--- config.mk ---
export PLATFORM = sky130hd
export DESIGN_NAME = arm_mem_arbiter_flat
export DESIGN_NICKNAME = d
export VERILOG_FILES = /design/src/rtl/arm_mem_arbiter_pkg.sv /design/src/rtl/arm_mem_arbiter_if.sv /design/src/rtl/arm_wait_timer.sv /design/src/rtl/arm_mem_arbiter.sv /design/src/flat_wrapper.sv
export SDC_FILE = /design/constraint.sdc
export NUM_CORES = 1
export LEC_CHECK = 0
export CAP_MARGIN = 20
export CORE_ASPECT_RATIO = 0.6
export CORE_MARGIN = 2
export CORE_UTILIZATION = 32
export CTS_BUF_LIST = sky130_fd_sc_hd__clkbuf_8
export CTS_CLUSTER_SIZE = 12
export DETAILED_ROUTE_END_ITERATION = 10
export GPL_ROUTABILITY_DRIVEN = 0
export SLEW_MARGIN = 20
export SYNTH_ARGS = -nofsm -noshare
export SYNTH_HDL_FRONTEND = slang
export SYNTH_HIERARCHICAL = 1
export SYNTH_SLANG_ARGS = --single-unit
--- constraint.sdc ---
create_clock -name i_CLK -period 4.8 [get_ports i_CLK]
set_input_delay 0.96 -clock i_CLK [delete_from_list [all_inputs] [get_ports i_CLK]]
set_output_delay 0.96 -clock i_CLK [all_outputs]
set_load 0.05 [all_outputs]
--- src/rtl/arm_mem_arbiter_pkg.sv ---
// Shared FSM encoding and default timeout for the unified-memory arbiter.
package arm_mem_arb_pkg;

  localparam int unsigned DefTimeoutCycles = 32'd255;

  typedef enum logic [1:0] {
    IDLE       = 2'd0,
    FETCH_WAIT = 2'd1,
    DATA_WAIT  = 2'd2
  } arb_state_e;

endpackage

--- src/rtl/arm_mem_arbiter_if.sv ---
// Fetch port, data port, unified memory bus and hazard-unit stall lines.
interface arm_mem_arbiter_if #(
  parameter int unsigned BusWidth = 32'd32
);
  logic                i_Fetch_Req;
  logic [BusWidth-1:0] i_Fetch_Addr;
  logic [BusWidth-1:0] o_Fetch_Data;
  logic                o_Fetch_Valid;
  logic                i_Data_Req;
  logic                i_Data_We;
  logic [BusWidth-1:0] i_Data_Addr;
  logic [BusWidth-1:0] i_Data_WData;
  logic [BusWidth-1:0] o_Data_RData;
  logic                o_Data_Valid;
  logic                o_Stall_Fetch;
  logic                o_Stall_Memory;
  logic                o_Mem_Req;
  logic                o_Mem_We;
  logic [BusWidth-1:0] o_Mem_Addr;
  logic [BusWidth-1:0] o_Mem_WData;
  logic [BusWidth-1:0] i_Mem_RData;
  logic                i_Mem_Ready;
  logic                o_Bus_Error;

  modport slave (
    input  i_Fetch_Req, i_Fetch_Addr, i_Data_Req, i_Data_We, i_Data_Addr,
           i_Data_WData, i_Mem_RData, i_Mem_Ready,
    output o_Fetch_Data, o_Fetch_Valid, o_Data_RData, o_Data_Valid,
           o_Stall_Fetch, o_Stall_Memory, o_Mem_Req, o_Mem_We, o_Mem_Addr,
           o_Mem_WData, o_Bus_Error
  );

  modport master (
    output i_Fetch_Req, i_Fetch_Addr, i_Data_Req, i_Data_We, i_Data_Addr,
           i_Data_WData, i_Mem_RData, i_Mem_Ready,
    input  o_Fetch_Data, o_Fetch_Valid, o_Data_RData, o_Data_Valid,
           o_Stall_Fetch, o_Stall_Memory, o_Mem_Req, o_Mem_We, o_Mem_Addr,
           o_Mem_WData, o_Bus_Error
  );
endinterface

--- src/rtl/arm_wait_timer.sv ---
// Counts WAIT cycles without ready; flags the cycle on which the limit is reached.
module arm_wait_timer
  import arm_mem_arb_pkg::*;
#(
  parameter int unsigned TimeoutCycles = DefTimeoutCycles
) (
  input  logic clk_i,
  input  logic rst_ni,
  input  logic clear_i,
  input  logic tick_i,
  output logic expired_o
);
  localparam int unsigned CntW = $clog2(TimeoutCycles + 32'd1);
  localparam logic [CntW-1:0] LimitM1 = CntW'(TimeoutCycles - 32'd1);

  logic [CntW-1:0] cnt_q, cnt_d;

  // Next count: clear wins over tick.
  always_comb begin
    cnt_d = cnt_q;
    if (clear_i) begin
      cnt_d = {CntW{1'b0}};
    end else if (tick_i) begin
      cnt_d = cnt_q + CntW'(1);
    end else begin
      cnt_d = cnt_q;
    end
  end

  // Count register.
  always_ff @(posedge clk_i or negedge rst_ni) begin
    if (!rst_ni) begin
      cnt_q <= {CntW{1'b0}};
    end else begin
      cnt_q <= cnt_d;
    end
  end

  // This tick would make the count reach the limit.
  assign expired_o = tick_i & (cnt_q == LimitM1);

endmodule

--- src/rtl/arm_mem_arbiter.sv ---
// Arbitrates instruction fetch and load/store onto one registered memory bus.
module arm_mem_arbiter
  import arm_mem_arb_pkg::*;
#(
  parameter int unsigned BusWidth      = 32'd32,
  parameter int unsigned TimeoutCycles = DefTimeoutCycles
) (
  input  logic             i_CLK,
  input  logic             i_NRESET,
  arm_mem_arbiter_if.slave bus
);
  arb_state_e          state_q, state_d;
  logic                last_data_q, last_data_d;
  logic                mem_req_q, mem_req_d, mem_we_q, mem_we_d;
  logic [BusWidth-1:0] mem_addr_q, mem_addr_d, mem_wdata_q, mem_wdata_d;
  logic [BusWidth-1:0] fetch_data_q, fetch_data_d, data_rdata_q, data_rdata_d;
  logic                fetch_valid_q, fetch_valid_d, data_valid_q, data_valid_d;
  logic                bus_err_q, bus_err_d;
  logic                waiting_s, complete_s, expired_s, done_s;
  logic                fetch_pend_s, data_pend_s, grant_ok_s, grant_fetch_s, grant_data_s;

  assign waiting_s  = (state_q != IDLE);
  assign complete_s = waiting_s & bus.i_Mem_Ready;
  assign done_s     = complete_s | expired_s;

  // The port being completed on this edge still holds its request; it is not re-granted.
  assign fetch_pend_s  = bus.i_Fetch_Req & ~((state_q == FETCH_WAIT) & done_s);
  assign data_pend_s   = bus.i_Data_Req & ~((state_q == DATA_WAIT) & done_s);
  assign grant_ok_s    = (state_q == IDLE) | complete_s;
  assign grant_data_s  = grant_ok_s & data_pend_s & ~(fetch_pend_s & last_data_q);
  assign grant_fetch_s = grant_ok_s & fetch_pend_s & ~grant_data_s;

  arm_wait_timer #(
    .TimeoutCycles(TimeoutCycles)
  ) u_wait_timer (
    .clk_i    (i_CLK),
    .rst_ni   (i_NRESET),
    .clear_i  (grant_fetch_s | grant_data_s | done_s),
    .tick_i   (waiting_s & ~bus.i_Mem_Ready),
    .expired_o(expired_s)
  );

  // Next state, bus registers, result capture and anti-starvation flag.
  always_comb begin
    state_d       = state_q;
    last_data_d   = last_data_q;
    mem_req_d     = mem_req_q;
    mem_we_d      = mem_we_q;
    mem_addr_d    = mem_addr_q;
    mem_wdata_d   = mem_wdata_q;
    fetch_data_d  = fetch_data_q;
    data_rdata_d  = data_rdata_q;
    fetch_valid_d = 1'b0;
    data_valid_d  = 1'b0;
    bus_err_d     = bus_err_q | expired_s;

    case (state_q)
      FETCH_WAIT: begin
        if (done_s) begin
          fetch_valid_d = 1'b1;
          fetch_data_d  = expired_s ? {BusWidth{1'b0}} : bus.i_Mem_RData;
        end else begin
          fetch_valid_d = 1'b0;
        end
      end
      DATA_WAIT: begin
        if (done_s) begin
          data_valid_d = 1'b1;
          last_data_d  = 1'b1;
          if (expired_s) begin
            data_rdata_d = {BusWidth{1'b0}};
          end else if (!mem_we_q) begin
            data_rdata_d = bus.i_Mem_RData;
          end else begin
            data_rdata_d = data_rdata_q;
          end
        end else begin
          data_valid_d = 1'b0;
        end
      end
      default: begin
        fetch_valid_d = 1'b0;
        data_valid_d  = 1'b0;
      end
    endcase

    if (grant_data_s) begin
      state_d     = DATA_WAIT;
      mem_req_d   = 1'b1;
      mem_we_d    = bus.i_Data_We;
      mem_addr_d  = bus.i_Data_Addr;
      mem_wdata_d = bus.i_Data_WData;
    end else if (grant_fetch_s) begin
      state_d     = FETCH_WAIT;
      mem_req_d   = 1'b1;
      mem_we_d    = 1'b0;
      mem_addr_d  = bus.i_Fetch_Addr;
      last_data_d = 1'b0;
    end else if (done_s) begin
      state_d   = IDLE;
      mem_req_d = 1'b0;
    end else begin
      state_d = state_q;
    end
  end

  // State and output registers.
  always_ff @(posedge i_CLK or negedge i_NRESET) begin
    if (!i_NRESET) begin
      state_q       <= IDLE;
      last_data_q   <= 1'b0;
      mem_req_q     <= 1'b0;
      mem_we_q      <= 1'b0;
      mem_addr_q    <= {BusWidth{1'b0}};
      mem_wdata_q   <= {BusWidth{1'b0}};
      fetch_data_q  <= {BusWidth{1'b0}};
      data_rdata_q  <= {BusWidth{1'b0}};
      fetch_valid_q <= 1'b0;
      data_valid_q  <= 1'b0;
      bus_err_q     <= 1'b0;
    end else begin
      state_q       <= state_d;
      last_data_q   <= last_data_d;
      mem_req_q     <= mem_req_d;
      mem_we_q      <= mem_we_d;
      mem_addr_q    <= mem_addr_d;
      mem_wdata_q   <= mem_wdata_d;
      fetch_data_q  <= fetch_data_d;
      data_rdata_q  <= data_rdata_d;
      fetch_valid_q <= fetch_valid_d;
      data_valid_q  <= data_valid_d;
      bus_err_q     <= bus_err_d;
    end
  end

  assign bus.o_Mem_Req      = mem_req_q;
  assign bus.o_Mem_We       = mem_we_q;
  assign bus.o_Mem_Addr     = mem_addr_q;
  assign bus.o_Mem_WData    = mem_wdata_q;
  assign bus.o_Fetch_Data   = fetch_data_q;
  assign bus.o_Fetch_Valid  = fetch_valid_q;
  assign bus.o_Data_RData   = data_rdata_q;
  assign bus.o_Data_Valid   = data_valid_q;
  assign bus.o_Bus_Error    = bus_err_q;
  assign bus.o_Stall_Fetch  = bus.i_Fetch_Req & ~((state_q == FETCH_WAIT) & bus.i_Mem_Ready);
  assign bus.o_Stall_Memory = bus.i_Data_Req & ~((state_q == DATA_WAIT) & bus.i_Mem_Ready);

endmodule

--- src/flat_wrapper.sv ---
// flat-port wrapper written by rule: the top's interface ports become plain ports
module arm_mem_arbiter_flat import arm_mem_arb_pkg::*;
#(
  parameter int unsigned BusWidth      = 32'd32,
  parameter int unsigned TimeoutCycles = DefTimeoutCycles
)
  (i_CLK, i_NRESET, bus_i_Fetch_Req, bus_i_Fetch_Addr, bus_i_Data_Req, bus_i_Data_We, bus_i_Data_Addr, bus_i_Data_WData, bus_i_Mem_RData, bus_i_Mem_Ready, bus_o_Fetch_Data, bus_o_Fetch_Valid, bus_o_Data_RData, bus_o_Data_Valid, bus_o_Stall_Fetch, bus_o_Stall_Memory, bus_o_Mem_Req, bus_o_Mem_We, bus_o_Mem_Addr, bus_o_Mem_WData, bus_o_Bus_Error);
  arm_mem_arbiter_if #(.BusWidth(BusWidth)) bus_i ();
  input  logic i_CLK;
  input  logic i_NRESET;
  input wire logic [$bits(bus_i.i_Fetch_Req)-1:0] bus_i_Fetch_Req;
  input wire logic [$bits(bus_i.i_Fetch_Addr)-1:0] bus_i_Fetch_Addr;
  input wire logic [$bits(bus_i.i_Data_Req)-1:0] bus_i_Data_Req;
  input wire logic [$bits(bus_i.i_Data_We)-1:0] bus_i_Data_We;
  input wire logic [$bits(bus_i.i_Data_Addr)-1:0] bus_i_Data_Addr;
  input wire logic [$bits(bus_i.i_Data_WData)-1:0] bus_i_Data_WData;
  input wire logic [$bits(bus_i.i_Mem_RData)-1:0] bus_i_Mem_RData;
  input wire logic [$bits(bus_i.i_Mem_Ready)-1:0] bus_i_Mem_Ready;
  output wire logic [$bits(bus_i.o_Fetch_Data)-1:0] bus_o_Fetch_Data;
  output wire logic [$bits(bus_i.o_Fetch_Valid)-1:0] bus_o_Fetch_Valid;
  output wire logic [$bits(bus_i.o_Data_RData)-1:0] bus_o_Data_RData;
  output wire logic [$bits(bus_i.o_Data_Valid)-1:0] bus_o_Data_Valid;
  output wire logic [$bits(bus_i.o_Stall_Fetch)-1:0] bus_o_Stall_Fetch;
  output wire logic [$bits(bus_i.o_Stall_Memory)-1:0] bus_o_Stall_Memory;
  output wire logic [$bits(bus_i.o_Mem_Req)-1:0] bus_o_Mem_Req;
  output wire logic [$bits(bus_i.o_Mem_We)-1:0] bus_o_Mem_We;
  output wire logic [$bits(bus_i.o_Mem_Addr)-1:0] bus_o_Mem_Addr;
  output wire logic [$bits(bus_i.o_Mem_WData)-1:0] bus_o_Mem_WData;
  output wire logic [$bits(bus_i.o_Bus_Error)-1:0] bus_o_Bus_Error;
  assign bus_i.i_Fetch_Req = bus_i_Fetch_Req;
  assign bus_i.i_Fetch_Addr = bus_i_Fetch_Addr;
  assign bus_i.i_Data_Req = bus_i_Data_Req;
  assign bus_i.i_Data_We = bus_i_Data_We;
  assign bus_i.i_Data_Addr = bus_i_Data_Addr;
  assign bus_i.i_Data_WData = bus_i_Data_WData;
  assign bus_i.i_Mem_RData = bus_i_Mem_RData;
  assign bus_i.i_Mem_Ready = bus_i_Mem_Ready;
  assign bus_o_Fetch_Data = bus_i.o_Fetch_Data;
  assign bus_o_Fetch_Valid = bus_i.o_Fetch_Valid;
  assign bus_o_Data_RData = bus_i.o_Data_RData;
  assign bus_o_Data_Valid = bus_i.o_Data_Valid;
  assign bus_o_Stall_Fetch = bus_i.o_Stall_Fetch;
  assign bus_o_Stall_Memory = bus_i.o_Stall_Memory;
  assign bus_o_Mem_Req = bus_i.o_Mem_Req;
  assign bus_o_Mem_We = bus_i.o_Mem_We;
  assign bus_o_Mem_Addr = bus_i.o_Mem_Addr;
  assign bus_o_Mem_WData = bus_i.o_Mem_WData;
  assign bus_o_Bus_Error = bus_i.o_Bus_Error;
  arm_mem_arbiter #(.BusWidth(BusWidth), .TimeoutCycles(TimeoutCycles)) u_core (.i_CLK(i_CLK), .i_NRESET(i_NRESET), .bus(bus_i));
endmodule
==> metrics.md, run 1 <==
| Metric | Value |
|---|---|
| Adder-cell share of the synthesized area | `0.004126` |
| Final Max Tran Viols | `0` |
| Power per cell area | `794.4 nW/um2` |
| Fin area | `9427 um2` |
| Netlist cell types | `36` |
| Hold Path Class | `register to register` |
| Highest clock rate | `0.2781 GHz` |
| Io pins | `269` |
| RSZ-0062 raised after global routing | `no` |
| Nets | `893` |
| Max IR drop VDD | `0.4257 mV` |
| Register area | `3603 um2` |
| Final setup skew | `17.06 ps` |
| Most frequent cells in the layout | `267 x clkdlybuf4s50_1, 144 x dfrtp_1, 71 x nand2_1, 58 x o21ai_0, 50 x mux2_2` |
| Largest net degree at the start of global routing | `93` |
| Antenna-violating nets left | `0` |
| First DRT Iteration DRCs | `221` |
| Yosys warnings | `6` |
| Root buf cell | `clkbuf_8` |
| Pwr Total | `0.007489 W` |
| Crit path capture type | `primary output` |
| Kind of critical path | `input pin to primary output` |
| Place WS | `775.6 ps` |
| Clock sinks | `144` |
| Vias per Instance | `4.593` |
| DRC viols | `0` |
| Synthesized area per cell | `12.33 um2` |
| Crit share post-route | `0.7490` |
| Fraction of layout cells with a size suffix above 1 | `0.1468` |
| Compound-cell area share of the yosys netlist | `0.07324` |
| Drt wl/cell | `17.12 um` |
| Synthesized area | `6065 um2` |
| Synth-to-Final Area Change | `55.44%` |
| Post-CTS Resized | `0` |
| GRT Max-Usage Layer | `met2` |
| Post-Synth XOR/XNOR Area | `0.005777` |
| GR Util met1 | `0.2266` |
| Crit Path Max Fanout | `9` |
| M2 GR Usage | `0.2771` |
| Post-DP Area | `8960 um2` |
| DR vias | `4644` |
| Number of CTS-inserted buffers | `17` |
| Detailed-route wire length | `17310 um` |
| Remaining global-route overflow | `0` |
| CTS max path bufs | `2` |
| Largest family of logic cells by synthesized area | `multiplexers` |
| CTS tree | `yes` |
| Initial antenna violation count | `0` |
| Final hold vios | `0` |
| Rel. slew slack | `0.4448` |
| Crit start category | `input pin` |
| Fill cells | `1581` |
| WP data arrival | `2640 ps` |
| Mux cell area share after synthesis | `0.1898` |
| Post-synthesis sequential area ratio | `0.5942` |
| Clock-pin slew on the worst setup and hold paths | `70 ps` |
| Hold Buf Count CTS | `0` |
| Global Route Usage Sum | `0.1758` |
| Worst Tran Pin Value | `832.8 ps` |
| First-pass DRT Iterations | `4` |
| Port Buffers | `268` |
| Met3 usage | `0.07157` |
| Syn Nets | `628` |
| Max cap viols | `0` |
| Synth Area in Simple Gates | `0.1040` |
| Hold slack final | `468.6 ps` |
| H-Tree Depth | `4` |
| Clk_lat worst skew | `430 ps` |
| Final worst setup slack | `1205 ps` |
| Core Box Area | `18310 um2` |
| Starting Density | `0.3313` |
| Reg2Reg Depth | `8` |
| Mapped Cells | `492` |
| Register bit count reported by yosys | `144` |
| Hold depth | `1` |
| Critical Path RT | `3840 ps` |
| First-pass GRT wire length | `27680 um` |
| Dpl hpwl | `12680 um` |
| Setup bufs post-CTS | `0` |
| Multi-input gate area | `2316 um2` |
| Outcome | `completed` |
| Tmin final | `3595 ps` |
| Vias in the first global route | `5015` |
| Setup TNS | `0 ps` |
| Commonest non-fill, non-tap cell in the layout | `clkdlybuf4s50_1` |
| FP Rows | `38` |
| Die area | `20110 um2` |
| Die Ht | `110.6 um` |
| Pleak | `4.064 nW` |
| Number of setup violations in the final report | `0` |
| Die extent in x | `181.7 um` |
metrics by stage:
step	cells	util
after floorplan	492	-
after global placement	977	0.4895
after detailed placement	977	0.4895
after CTS	1009	0.5133
after global routing	1010	0.5148
final	1011	0.5150
cell type report:
| class | count | share of cell area |
|---|---|---|
| flip-flops and latches | 144 | 0.3823 |
| inverters | 3 | 0.001195 |
| well taps | 240 | 0.03186 |
| multi-input cells | 316 | 0.2457 |
| repair buffers | 275 | 0.2924 |
| clock buffers | 19 | 0.02774 |
| diodes | 1 | 0.0002655 |
| clock inverters | 13 | 0.01858 |
state kept, by name, summed over array words and instances (netlist names):
signal	cells
u_core/u_wait_timer/cnt_q	8
u_core/bus.o_Bus_Error	1
u_core/bus.o_Data_RData	32
u_core/bus.o_Fetch_Data	32
u_core/state_q	2
u_core/bus.o_Data_Valid	1
u_core/last_data_q	1
u_core/bus.o_Mem_Addr	32
u_core/bus.o_Fetch_Valid	1
u_core/bus.o_Mem_Req	1
u_core/bus.o_Mem_We	1
u_core/bus.o_Mem_WData	32
synth_stat cells (all sizes together):
master | count | area (um2)
xnor2 | 1 | 8.760
a21boi | 2 | 15.01
nand3 | 4 | 20.02
nand2 | 71 | 266.5
nor2b | 3 | 18.77
xor2 | 3 | 26.28
and2 | 2 | 12.51
buf | 12 | 100.1
nor2 | 10 | 40.04
mux2i | 1 | 10.01
or3 | 3 | 18.77
nand4 | 4 | 40.04
ha | 2 | 25.02
a31oi | 1 | 6.260
inv | 3 | 11.26
o21ai | 71 | 370.4
and2b | 1 | 7.510
a211oi | 1 | 7.510
o21a | 1 | 7.510
mux2 | 96 | 1141
or2 | 1 | 6.260
nand2b | 32 | 200.2
a31o | 1 | 8.760
a21oi | 4 | 20.02
o22a | 1 | 8.760
clkbuf | 17 | 63.81
dfrtp | 144 | 3603
power by group:
part / switching, W / leakage [nW] / internal [W]
Sequential: 0.000317 / 1.76 / 0.00177
Combinational: 0.00277 / 2.08 / 0.00158
Clock: 0.000496 / 0.219 / 0.000556
Total: 0.00358 / 4.06 / 0.00391
metal layers:
layer  vias up  routed length, um
li1       2205                  -
met1      2246               7625
met2       181               7816
met3        12               1746
met4         0                117
met5         -                  0
kinds of logic after synthesis:
family / count (synthesis)
DFF: 144
buffers and inverters: 32
muxes: 97
xor gates and xnor gates: 4
and+or+nand+nor: 131
adders and majority gates: 2
AOI/OAI and AO/OA: 82
critical path, stage by stage:
cell	delay [ps]
clkdlybuf4s50_1	570
a21boi_0	260
clkdlybuf4s50_1	840
worst paths after layout:
| kind | startpoint | endpoint | slack, ps |
|---|---|---|---|
| worst max-delay path | bus_i_Mem_Ready | bus_o_Stall_Memory | 1200 |
| worst min-delay path | u_core/bus.o_Bus_Error | u_core/bus.o_Bus_Error | 470 |
| worst max register to register | u_core/state_q[0] | u_core/bus.o_Mem_Addr[4] | 2160 |
| worst min register to register | u_core/bus.o_Bus_Error | u_core/bus.o_Bus_Error | 470 |
| max in group asynchronous | i_NRESET | u_core/bus.o_Mem_Addr[1] | 3250 |
| min in group asynchronous | i_NRESET | u_core/bus.o_Fetch_Data[2] | 610 |
(Power assumes the default switching activity.)
==> inputs of run 2 (changes only) <==
- clock period: 4.8 -> 3.5 ns (I/O delays scaled with it)
==> run 2 against run 1 <==
  * Total power grew 36%
  * Sequential cell count is the same
  * Critical path depth is the same
  * Cell area is essentially flat
  * Clock-buffer cell count is the same
  * Clock power grew 30%
==> metrics.md, run 2 (synthesized netlist as in run 1, its figures left out) <==
| Metric | Value |
|---|---|
| Hold Path Class | `input pin to asynchronous set/reset pin (was register to register)` |
| Multi-input gate area | `2316 um2 (unchanged)` |
| Number of setup violations in the final report | `0 (unchanged)` |
| DR vias | `4649 (was 4644)` |
| Finished Layout Cells | `1011 (unchanged)` |
| Final hold vios | `0 (unchanged)` |
| Critical Path RT | `2800 ps (was 3840 ps)` |
| Fill cells | `1607 (was 1581)` |
| Crit share post-route | `0.8918` |
| Most frequent cells in the layout | `267 x clkdlybuf4s50_1, 144 x dfrtp_1, 71 x nand2_1, 58 x o21ai_0, 50 x mux2_2 (unchanged)` |
| Remaining global-route overflow | `0 (unchanged)` |
| WP data arrival | `2420 ps (was 2640 ps)` |
| Outcome | `completed (unchanged)` |
| Final setup skew | `11.26 ps (was 17.06 ps)` |
| Tmin final | `3121 ps` |
| Max IR drop VDD | `0.6296 mV (was 0.4257 mV)` |
| Port Buffers | `268 (unchanged)` |
| Vias in the first global route | `5001 (was 5015)` |
| Crit start category | `input pin (unchanged)` |
| Synth-to-Final Area Change | `55.40% (was 55.44%)` |
| H-Tree Depth | `4 (unchanged)` |
| Clk_lat worst skew | `450 ps (was 430 ps)` |
| Fraction of layout cells with a size suffix above 1 | `0.1466 (was 0.1468)` |
| Global Route Usage Sum | `0.1778 (was 0.1758)` |
| Pleak | `4.076 nW (was 4.064 nW)` |
| Drt wl/cell | `16.92 um (was 17.12 um)` |
| Flop2flop setup slack | `1270 ps (was 2160 ps)` |
| CTS max path bufs | `2 (unchanged)` |
| CP startpoint | `bus_i_Mem_Ready (unchanged)` |
| Hold slack final | `234.2 ps (was 468.6 ps)` |
| First-pass DRT Iterations | `4 (unchanged)` |
| Number of CTS-inserted buffers | `17 (unchanged)` |
| Placed cells | `980 (was 977)` |
| Starting Density | `0.3313 (unchanged)` |
| Rel. slew slack | `0.5801 (was 0.4448)` |
| Dpl hpwl | `12530 um (was 12680 um)` |
| Reg-to-reg startpoint | `u_core/state_q[1] (was u_core/state_q[0])` |
| Setup bufs post-CTS | `0 (unchanged)` |
| Nets | `895 (was 893)` |
| N_diodes | `0 (was 1)` |
| Post-DP Area | `9020 um2 (was 8960 um2)` |
| Antenna-violating nets left | `0 (unchanged)` |
| Vias per Instance | `4.598 (was 4.593)` |
| Die extent in x | `181.7 um (unchanged)` |
| Io pins | `269 (unchanged)` |
| Critical path endpoint | `bus_o_Stall_Memory (unchanged)` |
| Crit path capture type | `primary output (unchanged)` |
| Clock sinks | `144 (unchanged)` |
| Highest clock rate | `0.3204 GHz` |
| Commonest non-fill, non-tap cell in the layout | `clkdlybuf4s50_1 (unchanged)` |
| RSZ-0062 raised after global routing | `no (unchanged)` |
| Register area | `3603 um2 (unchanged)` |
| FP Rows | `38 (unchanged)` |
| Die area | `20110 um2 (unchanged)` |
| Crit Path Max Fanout | `9 (unchanged)` |
| Clock-pin slew on the worst setup and hold paths | `80 ps (was 70 ps)` |
| Worst Tran Pin Value | `629.9 ps (was 832.8 ps)` |
| First DRT Iteration DRCs | `266 (was 221)` |
| Kind of critical path | `input pin to primary output (unchanged)` |
| Final Max Tran Viols | `0 (unchanged)` |
| Max cap viols | `0 (unchanged)` |
| CTS tree | `yes (unchanged)` |
| Hold Buf Count CTS | `0 (unchanged)` |
| Reg2Reg Depth | `8 (unchanged)` |
| Reg-to-Reg End | `u_core/bus.o_Data_RData[30] (was u_core/bus.o_Mem_Addr[4])` |
| DRC viols | `0 (unchanged)` |
| Initial antenna violation count | `1 (was 0)` |
| Core Box Area | `18310 um2 (unchanged)` |
| Die Ht | `110.6 um (unchanged)` |
| Detailed-route wire length | `17110 um (was 17310 um)` |
| Root buf cell | `clkbuf_8 (unchanged)` |
| Post-CTS Resized | `0 (unchanged)` |
| Largest net degree at the start of global routing | `68 (was 93)` |
| First-pass GRT wire length | `27530 um (was 27680 um)` |
| Fin area | `9424 um2 (was 9427 um2)` |
| Setup TNS | `0 ps (unchanged)` |
| Power per cell area | `1083 nW/um2 (was 794.4 nW/um2)` |
-- run 2: worst max-delay path, stage by stage --
cell and delay (ps):
clkdlybuf4s50_1 590, a21boi_0 280, clkdlybuf4s50_1 840
-- run 2: final cells by class --
| class | count | area share |
|---|---|---|
| clock buffer | 19 | 0.02775 |
| clock inverter | 12 | 0.01514 |
| inverter | 3 | 0.001195 |
| multi-input combinational | 316 | 0.2458 |
| sequential | 144 | 0.3824 |
| tap | 240 | 0.03186 |
| timing repair buffer | 277 | 0.2959 |
-- run 2: worst min-delay path by stage --
stage / cells past startpoint / slack, ps / from / end
detailed placement: 1 / 460 / u_core/bus.o_Bus_Error / u_core/bus.o_Bus_Error
global placement: 1 / 460 / u_core/bus.o_Bus_Error / u_core/bus.o_Bus_Error
global route: 1 / 240 / i_NRESET / u_core/bus.o_Fetch_Data[6]
finish: 1 / 230 / i_NRESET / u_core/bus.o_Data_RData[6]
CTS: 1 / 230 / i_NRESET / u_core/bus.o_Mem_Addr[23]
floorplan: 0 / 400 / i_NRESET / u_core/bus.o_Bus_Error
-- run 2: layer usage --
layer	GRT usage	share of wire	vias to the layer above
li1	-	-	2202
met3	0.08872	0.11	19
met4	0.04878	0.012	2
met1	0.2237	0.44	2243
met5	0	0.00076	-
met2	0.2702	0.44	183
-- run 2: report_power, final --
group	switching [W]	leakage [nW]	internal, W
Clock	0.000633	0.214	0.000732
Combinational	0.00379	2.10	0.00218
Sequential	0.000437	1.76	0.00243
Total	0.00486	4.08	0.00534
-- run 2: through the flow --
| step | setup WS [ps] | power (W) | util |
|---|---|---|---|
| after floorplan | 960.9 | 0.006817 | - |
| after global placement | 434.0 | 0.008820 | 0.4928 |
| after detailed placement | 399.4 | 0.008917 | 0.4928 |
| after CTS | 404.4 | 0.01033 | 0.5148 |
| after global routing | 341.8 | 0.01073 | 0.5148 |
| final | 378.7 | 0.01021 | 0.5148 |
